File: src/rtl/ufm_arbiter_pkg.sv
// Shared types and constants for the UFM read arbiter.
package ufm_arbiter_pkg;

  typedef enum logic [1:0] {
    IDLE,
    LAUNCH,
    STREAM,
    FINISH
  } state_t;

  localparam int unsigned UFM_ADDR_W     = 11;
  localparam int unsigned UFM_PAGE_BYTES = 16;

endpackage

File: src/rtl/ufm_arbiter_rr_picker.sv
// Combinational round-robin picker: first asserted req searching upward from ptr+1, with wrap.
module rr_picker
  import ufm_arbiter_pkg::*;
#(
  parameter int unsigned N     = 2,
  parameter int unsigned PTR_W = (N > 1) ? $clog2(N) : 1
) (
  input  logic [N-1:0]     req,
  input  logic [PTR_W-1:0] ptr,
  output logic [N-1:0]     win,
  output logic [PTR_W-1:0] win_idx,
  output logic             any
);

  logic [PTR_W-1:0] idx;

  always_comb begin
    win     = '0;
    win_idx = '0;
    any     = 1'b0;
    idx     = '0;
    for (int unsigned k = 1; k <= N; k++) begin
      idx = PTR_W'((32'(ptr) + k) % N);
      if (!any && req[idx]) begin
        win[idx] = 1'b1;
        win_idx  = idx;
        any      = 1'b1;
      end
    end
  end

endmodule

File: src/rtl/ufm_arbiter.sv
// Round-robin arbiter sharing one ufm_reader among NUM_REQ requesters, one page per grant.
// Optional read watchdog enabled by defining UFM_ARBITER_TIMEOUT_EN.
module ufm_arbiter
  import ufm_arbiter_pkg::*;
#(
  parameter int unsigned NUM_REQ        = 2,
  parameter int unsigned ADDR_W         = UFM_ADDR_W,
  parameter int unsigned PAGE_BYTES     = UFM_PAGE_BYTES,
  parameter int unsigned TIMEOUT_CYCLES = 1023
) (
  input  logic                      clk,
  input  logic                      rst,
  input  logic [NUM_REQ-1:0]        req,
  input  logic [NUM_REQ*ADDR_W-1:0] req_addr,
  output logic [NUM_REQ-1:0]        gnt,
  output logic [7:0]                rd_data,
  output logic [NUM_REQ-1:0]        rd_stb,
  input  logic [NUM_REQ-1:0]        rd_stall,
  output logic [NUM_REQ-1:0]        done,
  output logic                      err,
  output logic                      rdr_start,
  output logic [ADDR_W-1:0]         rdr_addr,
  output logic                      rdr_stall,
  input  logic [7:0]                rdr_data,
  input  logic                      rdr_data_stb,
  input  logic                      rdr_ready
);

  localparam int unsigned PTR_W = (NUM_REQ > 1) ? $clog2(NUM_REQ) : 1;
  localparam int unsigned CNT_W = $clog2(PAGE_BYTES + 1);

  state_t               state, next_state;
  logic [NUM_REQ-1:0]   win;
  logic [PTR_W-1:0]     win_idx;
  logic [PTR_W-1:0]     ptr;
  logic                 any_req;
  logic [CNT_W-1:0]     beat_cnt;
  logic                 launch_ok;
  logic                 last_beat;
  logic                 abort;

  rr_picker #(
    .N     (NUM_REQ),
    .PTR_W (PTR_W)
  ) u_picker (
    .req     (req),
    .ptr     (ptr),
    .win     (win),
    .win_idx (win_idx),
    .any     (any_req)
  );

  assign launch_ok = any_req && rdr_ready;
  assign last_beat = rdr_data_stb && (beat_cnt == CNT_W'(PAGE_BYTES - 1));

`ifdef UFM_ARBITER_TIMEOUT_EN
  localparam int unsigned WD_W = $clog2(TIMEOUT_CYCLES + 1);

  logic [WD_W-1:0] wd_cnt;
  logic            timed_out;

  // timed_out carries the abort into FINISH so err lines up with done
  always_ff @(posedge clk) begin
    if (rst) begin
      wd_cnt    <= '0;
      timed_out <= 1'b0;
    end else begin
      if (state != STREAM || rdr_data_stb) wd_cnt <= '0;
      else if (!rdr_stall)                 wd_cnt <= wd_cnt + 1'b1;
      if (abort)                 timed_out <= 1'b1;
      else if (state == FINISH)  timed_out <= 1'b0;
    end
  end

  assign abort = (state == STREAM) && !rdr_data_stb && !rdr_stall &&
                 (wd_cnt == WD_W'(TIMEOUT_CYCLES - 1));
`else
  assign abort = 1'b0;
`endif

  always_ff @(posedge clk) begin
    if (rst) state <= IDLE;
    else     state <= next_state;
  end

  always_comb begin
    next_state = state;
    case (state)
      IDLE:    if (launch_ok) next_state = LAUNCH;
      LAUNCH:  next_state = STREAM;
      STREAM:  if (last_beat || abort) next_state = FINISH;
      FINISH:  next_state = IDLE;
      default: next_state = IDLE;
    endcase
  end

  always_comb begin
    rdr_start = (state == LAUNCH);
    done      = (state == FINISH) ? gnt : '0;
    rd_data   = rdr_data;
    rd_stb    = '0;
    rdr_stall = 1'b0;
    if (state == STREAM) begin
      rd_stb    = gnt & {NUM_REQ{rdr_data_stb}};
      rdr_stall = |(gnt & rd_stall);
    end
`ifdef UFM_ARBITER_TIMEOUT_EN
    err = timed_out && (state == FINISH);
`else
    err = 1'b0;
`endif
  end

  always_ff @(posedge clk) begin
    if (rst) begin
      gnt      <= '0;
      rdr_addr <= '0;
      ptr      <= PTR_W'(NUM_REQ - 1);
      beat_cnt <= '0;
    end else begin
      case (state)
        IDLE: begin
          if (launch_ok) begin
            gnt      <= win;
            rdr_addr <= req_addr[win_idx*ADDR_W +: ADDR_W];
            ptr      <= win_idx;
          end
        end
        STREAM: begin
          if (rdr_data_stb) beat_cnt <= beat_cnt + 1'b1;
        end
        FINISH: begin
          gnt      <= '0;
          beat_cnt <= '0;
        end
        default: ;
      endcase
    end
  end

endmodule

File: config.mk
export PLATFORM = sky130hd
export DESIGN_NAME = ufm_arbiter
export DESIGN_NICKNAME = d
export VERILOG_FILES = /design/src/rtl/ufm_arbiter_pkg.sv /design/src/rtl/ufm_arbiter_rr_picker.sv /design/src/rtl/ufm_arbiter.sv
export SDC_FILE = /design/constraint.sdc
export NUM_CORES = 1
export LEC_CHECK = 0
export BUFFER_PORTS_ARGS = -buffer_cell sky130_fd_sc_hd__buf_2
export CAP_MARGIN = 25
export CORE_UTILIZATION = 44
export DETAILED_ROUTE_END_ITERATION = 16
export MAX_ROUTING_LAYER = met4
export PLACE_DENSITY_LB_ADDON = 0.3
export REMOVE_ABC_BUFFERS = 1
export SLEW_MARGIN = 10
export SYNTH_ARGS = -nofsm -noshare
export SYNTH_HDL_FRONTEND = slang
export SYNTH_SLANG_ARGS = --single-unit
export TNS_END_PERCENT = 50
File: constraint.sdc
create_clock -name clk -period 1.8 [get_ports clk]
set_input_delay 0.09 -clock clk [delete_from_list [all_inputs] [get_ports clk]]
set_output_delay 0.09 -clock clk [all_outputs]
set_load 0.02 [all_outputs]
==> results of run 1 <==
-- cell usage after synthesis (all sizes together) --
master,number,area [µm²]
inv,6,22.52
mux2i,14,140.1
or3,2,12.51
buf,13,105.1
nand3b,1,7.510
conb,1,3.750
nand3,2,10.01
ha,7,87.58
a21boi,1,18.77
nand2,7,26.28
nand4b,1,8.760
a211oi,13,97.59
nor4bb,1,10.01
a2bb2o,1,10.01
a21oi,4,20.02
a22oi,1,7.510
or3b,1,8.760
o21ai,3,15.01
nand4,1,6.260
o22ai,1,6.260
nor2,12,45.04
o211a,1,10.01
a22o,1,8.760
clkbuf,4,15.01
and2,2,12.51
nand2b,2,12.51
dfxtp,21,420.4
and3,3,18.77
nor2b,3,18.77
a32o,2,20.02
nor3,2,10.01
-- through the flow --
stage               area [µm²]  util (%)
floorplan                 1096         -
global placement          1381     54.28
detailed placement        1381     54.28
CTS                       1408     55.31
global route              1410     55.41
finish                    1410     55.41
-- final cells by class --
type                       instances  area [µm²]  share of cell area, %
timing repair buffer              49       247.7                  17.57
inverter                           6       22.52                  1.597
multi-input combinational         90       655.6                  46.50
sequential                        21       420.4                  29.81
tap                               30       37.54                  2.662
clock buffer                       4       26.28                  1.863
-- logic make-up after synthesis --
| logic type | Yosys count | synth area share (%) |
|---|---|---|
| buffers and inverters | 23 | 11.73 |
| adder cells (fa/ha/maj) | 7 | 7.201 |
| AO/OA/AOI/OAI | 28 | 17.59 |
| AND/OR/NAND/NOR | 40 | 17.08 |
| multiplexers | 14 | 11.52 |
| other | 1 | 0.3083 |
| flip-flops | 21 | 34.57 |
-- sequential cells by signal, summed over array words and instances (netlist names) --
name and count:
rdr_addr 11, beat_cnt 5, gnt 2, state 2
ptr 1
-- worst register-to-register path: stages, from the launching register on --
cell	delay [ns]
dfxtp_1	0.36
ha_1	0.23
and3_1	0.19
ha_1	0.27
or3_1	0.35
a21oi_1	0.13
-- metal layers --
layer  up-vias  share of wire, %
li1        538                 -
met1       473                45
met5         -                 0
met4         0              0.50
met3         2               7.2
met2        53                47
-- power groups by stage --
stage / Combinational, mW / Clock (mW) / Sequential (mW)
floorplan: 0.301 / 0 / 0.715
global placement: 0.550 / 0 / 0.629
detailed placement: 0.566 / 0 / 0.633
CTS: 0.568 / 0.239 / 0.622
global route: 0.634 / 0.257 / 0.635
finish: 0.566 / 0.224 / 0.622
-- final timing paths --
path / to / cells after the start / from
worst min register to register: beat_cnt[4] / 2 / beat_cnt[4]
worst max register to register: beat_cnt[4] / 5 / beat_cnt[0]
worst max-delay path: beat_cnt[4] / 5 / beat_cnt[0]
worst min-delay path: rdr_addr[7] / 3 / req_addr[7]
-- what timing repair did --
action	CTS	global route
hold buffers	0	0
setup endpoints to repair	0	1
resized for setup	0	1
endpoints found under the hold margin	0	0
==> insert_results.sql, run 1 <==
INSERT INTO impl_metrics (metric_group, metric, value, unit) VALUES
('power_and_ir_drop', 'power_frac_clock', '15.8', '%'),
('global_routing', 'grt_util_met1', '23.99', '%'),
('critical_path', 'cpPeakStageDelay', '0.36', 'ns'),
('power_and_ir_drop', 'p_sw_share', '38.02', '%'),
('power_and_ir_drop', 'total_design_power', '1.412', 'mW'),
('power_and_ir_drop', 'internal_power', '0.8749', 'mW'),
('timing', 'setup-tns-final', '0', 'ns'),
('power_and_ir_drop', 'p_comb_share', '40.1', '%'),
('global_routing', 'grt.total_usage', '18.67', '%'),
('floorplan', 'design.die.area', '2978', 'µm²'),
('routing', 'ant_nets', '0', ''),
('synth', 'netlist_instances', '134', ''),
('placement', 'gp_congestion', '0.8230', ''),
('timing', 'timing.hold.ws', '0.1138', 'ns'),
('synth', 'synth.yosys.warnings', '0', ''),
('clock_tree', 'cts-buffers-inserted', '3', ''),
('layout', 'mostFrequentLayoutCell', 'buf_2', ''),
('power_and_ir_drop', 'vdd.ir_drop.worst', '0.6985', 'mV'),
('timing', 'setup_ws', '0.2118', 'ns'),
('clock_tree', 'post_cts_buffers', '0', ''),
('critical_path', 'worstPathCellList', 'ha_1, and3_1, ha_1, or3_1, a21oi_1', ''),
('routing', 'remaining_drc_errors', '0', ''),
('flow_run', 'max_cap_viol_count', '0', ''),
('placement', 'placed_cells', '196', ''),
('synth', 'synth.ff_latch_count', '21', ''),
('placement', 'i_o_buffers', '48', ''),
('routing', 'post_drt_wl_per_cell', '12.07', 'µm'),
('routing', 'num_vias', '1066', ''),
('critical_path', 'cp.arrival', '1.83', 'ns'),
('critical_path', 'critPathRequiredTime', '2.04', 'ns'),
('layout', 'drive_above_1_share', '32.35', '%'),
('global_routing', 'first_global_vias', '960', ''),
('floorplan', 'ioPinCount', '66', ''),
('global_routing', 'overflow', '0', ''),
('layout', 'areaGrowthSynthToFinish', '15.95', '%'),
('floorplan', 'dieWidth', '54.58', 'µm'),
('critical_path', 'timing.setup.critical_path_class', 'reg2reg', ''),
('floorplan', 'fp.dieH', '54.58', 'µm'),
('layout', 'final_cells', '200', ''),
('synth', 'netlist_area', '1216', 'µm²'),
('floorplan', 'count_of_standard_cell_rows', '18', ''),
('timing', 'worst_slew_margin_rel', '65.82', '%'),
('status', 'result_of_the_run', 'finished, final reports clean', ''),
('critical_path', 'crit_path_end_kind', 'register', ''),
('global_routing', 'global_route.usage.met3', '3.889', '%'),
('timing', 'max_freq', '0.6296', 'GHz'),
('clock_tree', 'number_of_levels_in_the_clock_h_tree', '1', ''),
('routing', 'postRouteWirelength', '2.413', 'mm'),
('power_and_ir_drop', 'sequentialPowerShare', '44.1', '%'),
('critical_path', 'crit_buf_inv', '0', ''),
('timing', 'setup-violations-final', '0', ''),
('timing', 'finalCriticalPeriod', '1.588', 'ns'),
('clock_tree', 'ctsRootBufferMaster', 'clkbuf_4', ''),
('clock_tree', 'cts_clk_pin_slew_worst_paths', '0.11', 'ns'),
('critical_path', 'library_cell_contributing_the_largest_single_delay_on_the_critical_path', 'dfxtp_1', ''),
('layout', 'design.final.nets', '216', ''),
('clock_tree', 'clock_path_buffers', '2', ''),
('critical_path', 'crit_family', 'simple AND/OR/NAND/NOR gates', ''),
('critical_path', 'path_max_fanout', '5', ''),
('clock_tree', 'clkLatencyLatePin', '0.30', 'ns'),
('power_and_ir_drop', 'power.leakage', '0.6562', 'nW'),
('routing', 'post_drt_via_cell_ratio', '5.330', ''),
('floorplan', 'initial_core_util', '47.79', '%'),
('synth', 'synth_cell_types', '33', ''),
('layout', 'layout_common_cells', 'buf_2, dfxtp_1, mux2i_1', ''),
('critical_path', 'path_common_cell', 'ha_1', ''),
('timing', 'final_max_slew_viol_count', '0', ''),
('layout', 'fillCellCount', '248', ''),
('power_and_ir_drop', 'power.switching', '0.5368', 'mW'),
('routing', 'first_pass_iters', '4', ''),
('min_path', 'min_path_type', 'in2reg', '');
Power figures use the tool's default switching activity.
==> run 2: changes to the inputs <==
--- a/config.mk
+++ b/config.mk
@@ -11,6 +11,7 @@
 export DETAILED_ROUTE_END_ITERATION = 16
 export MAX_ROUTING_LAYER = met4
 export PLACE_DENSITY_LB_ADDON = 0.3
+export RECOVER_POWER = 25
 export REMOVE_ABC_BUFFERS = 1
 export SLEW_MARGIN = 10
 export SYNTH_ARGS = -nofsm -noshare
==> run 2 against run 1 <==
  * Clock skew hardly changed
  * Count of clock-buffer cells in the layout stayed put
  * Sequential share of layout area is 0.079 points higher
  * Total power is 0.32% lower
  * Worst setup slack hardly changed
  * Utilization is 0.15 points lower
  * Flip-flop and latch count stayed put
  * Die area stayed put
  * Worst hold slack hardly changed
  * Design area is 0.27% lower
  * Non-clock buffer count stayed put
  * Final cell count stayed put
  * Largest cell class unchanged
  * Highest routed layer unchanged
==> insert_results.sql, run 2 (synthesis gave the netlist of run 1 again) <==
INSERT INTO impl_metrics (metric_group, metric, value, unit) VALUES
('status', 'result_of_the_run', 'finished, final reports clean', ''),
('power_and_ir_drop', 'internal_power', '0.8702', 'mW'),
('clock_tree', 'cts.hold.buffers_added', '0', ''),
('global_routing', 'grt.total_usage', '18.67', '%'),
('critical_path', 'timing.setup.critical_path_class', 'reg2reg', ''),
('timing', 'max_freq', '0.6296', 'GHz'),
('floorplan', 'fp.dieH', '54.58', 'µm'),
('clock_tree', 'cts_tree', 'done', ''),
('placement', 'gp_congestion', '0.8230', ''),
('clock_tree', 'ctsRootBufferMaster', 'clkbuf_4', ''),
('power_and_ir_drop', 'sequentialPowerShare', '44.3', '%'),
('routing', 'post_drt_wl_per_cell', '12.06', 'µm'),
('floorplan', 'initial_core_util', '47.79', '%'),
('clock_tree', 'number_of_levels_in_the_clock_h_tree', '1', ''),
('layout', 'antenna_cells_inserted', '0', ''),
('power_and_ir_drop', 'total_design_power', '1.407', 'mW'),
('critical_path', 'cp.arrival', '1.83', 'ns'),
('timing', 'hold_violations', '0', ''),
('timing', 'final_max_slew_viol_count', '0', ''),
('critical_path', 'startpoint_type', 'register', ''),
('routing', 'num_vias', '1068', ''),
('timing', 'finalClockSkew', '0.002857', 'ns'),
('layout', 'layout_common_cells', 'buf_2, dfxtp_1, mux2i_1', ''),
('routing', 'ant_nets', '0', ''),
('timing', 'slew_at_the_pin_closest_to_its_max_slew_limit', '0.5123', 'ns'),
('global_routing', 'largest_net_degree_at_the_start_of_global_routing', '23', ''),
('clock_tree', 'clock_path_buffers', '2', ''),
('placement', 'i_o_buffers', '48', ''),
('layout', 'areaGrowthSynthToFinish', '15.64', '%'),
('timing', 'final_min_period_over_clock_period', '88.23', '%'),
('min_path', 'min_path_type', 'in2reg', ''),
('power_and_ir_drop', 'power_frac_clock', '15.9', '%'),
('timing', 'setup-tns-final', '0', 'ns'),
('floorplan', 'design.die.area', '2978', 'µm²'),
('floorplan', 'dieWidth', '54.58', 'µm'),
('layout', 'largest_register_ff_count', '11', ''),
('critical_path', 'critPathRequiredTime', '2.04', 'ns'),
('floorplan', 'count_of_standard_cell_rows', '18', ''),
('layout', 'top_register', 'rdr_addr', ''),
('timing', 'finalCriticalPeriod', '1.588', 'ns'),
('power_and_ir_drop', 'vdd.ir_drop.worst', '0.6980', 'mV'),
('routing', 'first_pass_iters', '4', ''),
('routing', 'postRouteWirelength', '2.411', 'mm'),
('clock_tree', 'cts-resized-gates', '0', ''),
('power_and_ir_drop', 'p_comb_share', '39.9', '%'),
('clock_tree', 'clkSinkCount', '21', ''),
('critical_path', 'crit_path_end_kind', 'register', ''),
('power_and_ir_drop', 'p_sw_share', '38.16', '%'),
('timing', 'setup-violations-final', '0', ''),
('global_routing', 'first_global_vias', '960', ''),
('critical_path', 'path_max_fanout', '5', ''),
('flow_run', 'max_cap_viol_count', '0', ''),
('layout', 'design.final.nets', '216', ''),
('clock_tree', 'cts-buffers-inserted', '3', ''),
('floorplan', 'fp.coreArea', '2545', 'µm²'),
('routing', 'drt_first_iter_violations', '8', ''),
('clock_tree', 'clkLatencyLatePin', '0.30', 'ns'),
('global_routing', 'first_pass_grt_wire_length', '3.939', 'mm'),
('clock_tree', 'post_cts_buffers', '0', ''),
('layout', 'drive_above_1_share', '30.59', '%'),
('global_routing', 'overflow', '0', ''),
('layout', 'fillCellCount', '244', ''),
('timing', 'grt_setup_unrepaired', 'no', ''),
('routing', 'remaining_drc_errors', '0', ''),
('floorplan', 'ioPinCount', '66', ''),
('power_and_ir_drop', 'power_per_cell_area', '1001', 'nW/µm²'),
('power_and_ir_drop', 'power.leakage', '0.6446', 'nW'),
('global_routing', 'grt_antenna_before_repair', '0', ''),
('routing', 'post_drt_via_cell_ratio', '5.340', ''),
('power_and_ir_drop', 'power.switching', '0.5370', 'mW'),
('layout', 'mostFrequentLayoutCell', 'buf_2', ''),
('placement', 'detailedPlacementHpwl', '1.839', 'mm'),
('layout', 'biggestRegsByFlops', 'rdr_addr x11, beat_cnt x5', ''),
('timing', 'worst_slew_margin_rel', '65.76', '%'),
('clock_tree', 'cts_clk_pin_slew_worst_paths', '0.11', 'ns');
==> run 2: critical path, stage by stage (launching register included) <==
cell and delay, ns:
dfxtp_1 0.36, ha_1 0.23, and3_1 0.19, ha_1 0.27, or3_1 0.35, a21oi_1 0.13
==> run 2: layout make-up <==
class	count	area (µm²)	share of cell area, %
Sequential cell	21	420.4	29.89
Multi-Input combinational cell	90	655.6	46.62
Inverter	6	22.52	1.601
Clock buffer	4	26.28	1.868
Timing Repair Buffer	49	244.0	17.35
Tap cell	30	37.54	2.669
==> run 2: worst paths after layout <==
path | slack [ns] | cells after the start | endpoint | start
max | 0.21 | 5 | beat_cnt[4] | beat_cnt[0]
min | 0.11 | 3 | rdr_addr[7] | req_addr[7]
max reg2reg | 0.21 | 5 | beat_cnt[4] | beat_cnt[0]
min reg2reg | 0.46 | 2 | beat_cnt[4] | beat_cnt[4]
==> run 2: power by group through the flow <==
stage / clock (mW) / sequential (mW) / combinational (mW)
5_1_grt: 0.257 / 0.635 / 0.629
6_report: 0.223 / 0.623 / 0.561
3_3_place_gp: 0 / 0.629 / 0.550
3_5_place_dp: 0 / 0.633 / 0.566
2_1_floorplan: 0 / 0.715 / 0.301
4_1_cts: 0.239 / 0.622 / 0.568
==> run 2: through the flow <==
step / setup WS, ns / instances / area (µm²) / hold WS [ns] / util (%)
final: 0.2118 / 200 / 1406 / 0.1133 / 55.26
after global routing: 0.004453 / 200 / 1406 / 0.1227 / 55.26
after CTS: 0.1438 / 200 / 1408 / 0.1026 / 55.31
after detailed placement: 0.2348 / 196 / 1381 / 0.1801 / 54.28
after global placement: 0.3004 / 196 / 1381 / 0.1801 / 54.28
after floorplan: 0.1506 / 117 / 1096 / 0.1591 / -
==> run 2: per-layer routing <==
metal / vias up / global-route usage (%) / share of wire (%)
li1: 537 / - / -
met1: 476 / 23.99 / 45
met2: 53 / 27.85 / 47
met3: 2 / 3.889 / 7.3
met4: 0 / 8.547 / 0.50
met5: - / - / 0
==> run 3: changes to the inputs <==
--- a/config.mk
+++ b/config.mk
@@ -7,7 +7,7 @@
 export LEC_CHECK = 0
 export BUFFER_PORTS_ARGS = -buffer_cell sky130_fd_sc_hd__buf_2
 export CAP_MARGIN = 25
-export CORE_UTILIZATION = 44
+export CORE_UTILIZATION = 41
 export DETAILED_ROUTE_END_ITERATION = 16
 export MAX_ROUTING_LAYER = met4
 export PLACE_DENSITY_LB_ADDON = 0.3
==> run 3 against run 2 <==
  * Routed wire length up 3.7%
  * Clock skew fell by 0.0010 ns
  * Sequential power barely moved
  * Die area increased by 7.0%
  * Maximum frequency down 3.6%
  * Clock power up 2%
  * Total power is 0.34% higher
  * Design area shrank 0.18%
  * Worst hold slack got worse by 0.0066 ns
  * Flip-flop and latch count is the same
==> insert_results.sql, run 3 (synthesis gave the netlist of run 1 again) <==
INSERT INTO impl_metrics (metric_group, metric, value, unit) VALUES
('global_routing', 'grt.total_usage', '16.98', '%'),
('layout', 'biggestRegsByFlops', 'rdr_addr x11, beat_cnt x5', ''),
('routing', 'ant_nets', '0', ''),
('clock_tree', 'cts-buffers-inserted', '3', ''),
('power_and_ir_drop', 'total_design_power', '1.412', 'mW'),
('global_routing', 'grt_antenna_before_repair', '0', ''),
('placement', 'gp_congestion', '0.8185', ''),
('timing', 'hold_violations', '0', ''),
('global_routing', 'overflow', '0', ''),
('placement', 'detailedPlacementHpwl', '1.831', 'mm'),
('timing', 'setup-tns-final', '0', 'ns'),
('critical_path', 'crit_family', 'adder cells', ''),
('critical_path', 'crit_path_end_kind', 'primary output', ''),
('layout', 'design.final.nets', '216', ''),
('layout', 'largest_register_ff_count', '11', ''),
('layout', 'layout_common_cells', 'buf_2, dfxtp_1, mux2i_1', ''),
('layout', 'mostFrequentLayoutCell', 'buf_2', ''),
('layout', 'drive_above_1_share', '29.41', '%'),
('routing', 'drt_first_iter_violations', '12', ''),
('clock_tree', 'post_cts_buffers', '0', ''),
('power_and_ir_drop', 'power_per_cell_area', '1006', 'nW/µm²'),
('floorplan', 'ioPinCount', '66', ''),
('routing', 'num_vias', '1076', ''),
('critical_path', 'crit_buf_inv', '2', ''),
('placement', 'i_o_buffers', '48', ''),
('timing', 'final_min_period_over_clock_period', '91.51', '%'),
('timing', 'finalCriticalPeriod', '1.647', 'ns'),
('clock_tree', 'cts.hold.buffers_added', '0', ''),
('layout', 'final_cells', '201', ''),
('layout', 'areaGrowthSynthToFinish', '15.43', '%'),
('global_routing', 'largest_net_degree_at_the_start_of_global_routing', '24', ''),
('timing', 'worst_slew_margin_rel', '64.77', '%'),
('clock_tree', 'clock_path_buffers', '2', ''),
('floorplan', 'dieWidth', '56.47', 'µm'),
('floorplan', 'fp.coreArea', '2781', 'µm²'),
('floorplan', 'design.die.area', '3188', 'µm²'),
('routing', 'post_drt_via_cell_ratio', '5.353', ''),
('critical_path', 'timing.setup.critical_path_class', 'reg2out', ''),
('clock_tree', 'number_of_levels_in_the_clock_h_tree', '1', ''),
('flow_run', 'max_cap_viol_count', '0', ''),
('critical_path', 'library_cell_contributing_the_largest_single_delay_on_the_critical_path', 'ha_1', ''),
('layout', 'fillCellCount', '270', ''),
('critical_path', 'cp.arrival', '1.56', 'ns'),
('critical_path', 'worstPathCellList', 'inv_1, ha_1, and3_1, buf_2', ''),
('critical_path', 'critPathRequiredTime', '1.71', 'ns'),
('clock_tree', 'cts_tree', 'done', ''),
('critical_path', 'cpPeakStageDelay', '0.42', 'ns'),
('min_path', 'min_path_type', 'in2reg', ''),
('clock_tree', 'cts_clk_pin_slew_worst_paths', '0.11', 'ns'),
('floorplan', 'initial_core_util', '43.72', '%'),
('clock_tree', 'clkLatencyLatePin', '0.30', 'ns'),
('routing', 'post_drt_wl_per_cell', '12.44', 'µm'),
('power_and_ir_drop', 'vdd.ir_drop.worst', '0.6442', 'mV'),
('placement', 'placed_cells', '197', ''),
('layout', 'antenna_cells_inserted', '0', ''),
('layout', 'postLayoutCoreUtil', '50.47', '%'),
('layout', 'top_register', 'rdr_addr', ''),
('routing', 'first_pass_iters', '4', ''),
('clock_tree', 'clkSinkCount', '21', ''),
('power_and_ir_drop', 'power.leakage', '0.6423', 'nW'),
('critical_path', 'startpoint_type', 'register', ''),
('timing', 'grt_setup_unrepaired', 'no', ''),
('status', 'result_of_the_run', 'finished, final reports clean', ''),
('routing', 'remaining_drc_errors', '0', ''),
('clock_tree', 'cts-resized-gates', '0', ''),
('timing', 'final_max_slew_viol_count', '0', ''),
('floorplan', 'count_of_standard_cell_rows', '19', ''),
('timing', 'setup-violations-final', '0', ''),
('global_routing', 'first_global_vias', '964', ''),
('clock_tree', 'ctsRootBufferMaster', 'clkbuf_4', ''),
('global_routing', 'first_pass_grt_wire_length', '4.133', 'mm'),
('timing', 'max_freq', '0.6071', 'GHz'),
('critical_path', 'path_max_fanout', '12', ''),
('timing', 'slew_at_the_pin_closest_to_its_max_slew_limit', '0.5271', 'ns'),
('routing', 'postRouteWirelength', '2.501', 'mm'),
('timing', 'finalClockSkew', '0.001814', 'ns'),
('floorplan', 'fp.dieH', '56.47', 'µm');
## run 3: changes by cell type in the layout (fill, tap and decap cells not counted)
cell	change
ha_2	-1
ha_1	+1
buf_2	-1
clkbuf_1	+1
## run 3: tightest hold or removal path: cells and delay by family
| kind | cells | cell delay (ns) |
|---|---|---|
| multiplexers | 1 | 0.11 |
| buffers and inverters | 1 | 0.09 |
| AO/OA/AOI/OAI | 1 | 0.08 |
## run 3: through the flow
stage	worst slack, ns	hold WS [ns]	area, µm²
after global routing	0.02989	0.1079	1404
after detailed placement	0.2042	0.1802	1383
after global placement	0.2992	0.1802	1383
after CTS	0.1345	0.09707	1409
after floorplan	0.1506	0.1591	1096
final	0.1528	0.1067	1404
## run 3: final timing paths
kind | from | endpoint | slack (ns) | cells after the start
max | state[0] | rd_stb[1] | 0.15 | 4
min | req_addr[2] | rdr_addr[2] | 0.11 | 3
max reg2reg | state[0] | rdr_addr[1] | 0.20 | 6
min reg2reg | beat_cnt[4] | beat_cnt[4] | 0.46 | 2
## run 3: layout make-up
type,instances,area [µm²],area share (%)
repair buffers,49,242.7,17.29
inverters,6,22.52,1.604
multi-input cells,90,653.1,46.52
well taps,31,38.79,2.763
clock buffers,4,26.28,1.872
flip-flops and latches,21,420.4,29.95
## run 3: metal layers
layer  track usage (%)  part of all wire, %
met4             9.408                  2.2
met5                 -                    0
met1             18.19                   44
met2             28.24                   47
met3             4.608                  7.7
## run 3: where the power goes
group / internal [mW] / switching (mW)
logic: 0.221 / 0.338
clock network: 0.0865 / 0.140
registers: 0.560 / 0.0657
total: 0.868 / 0.544
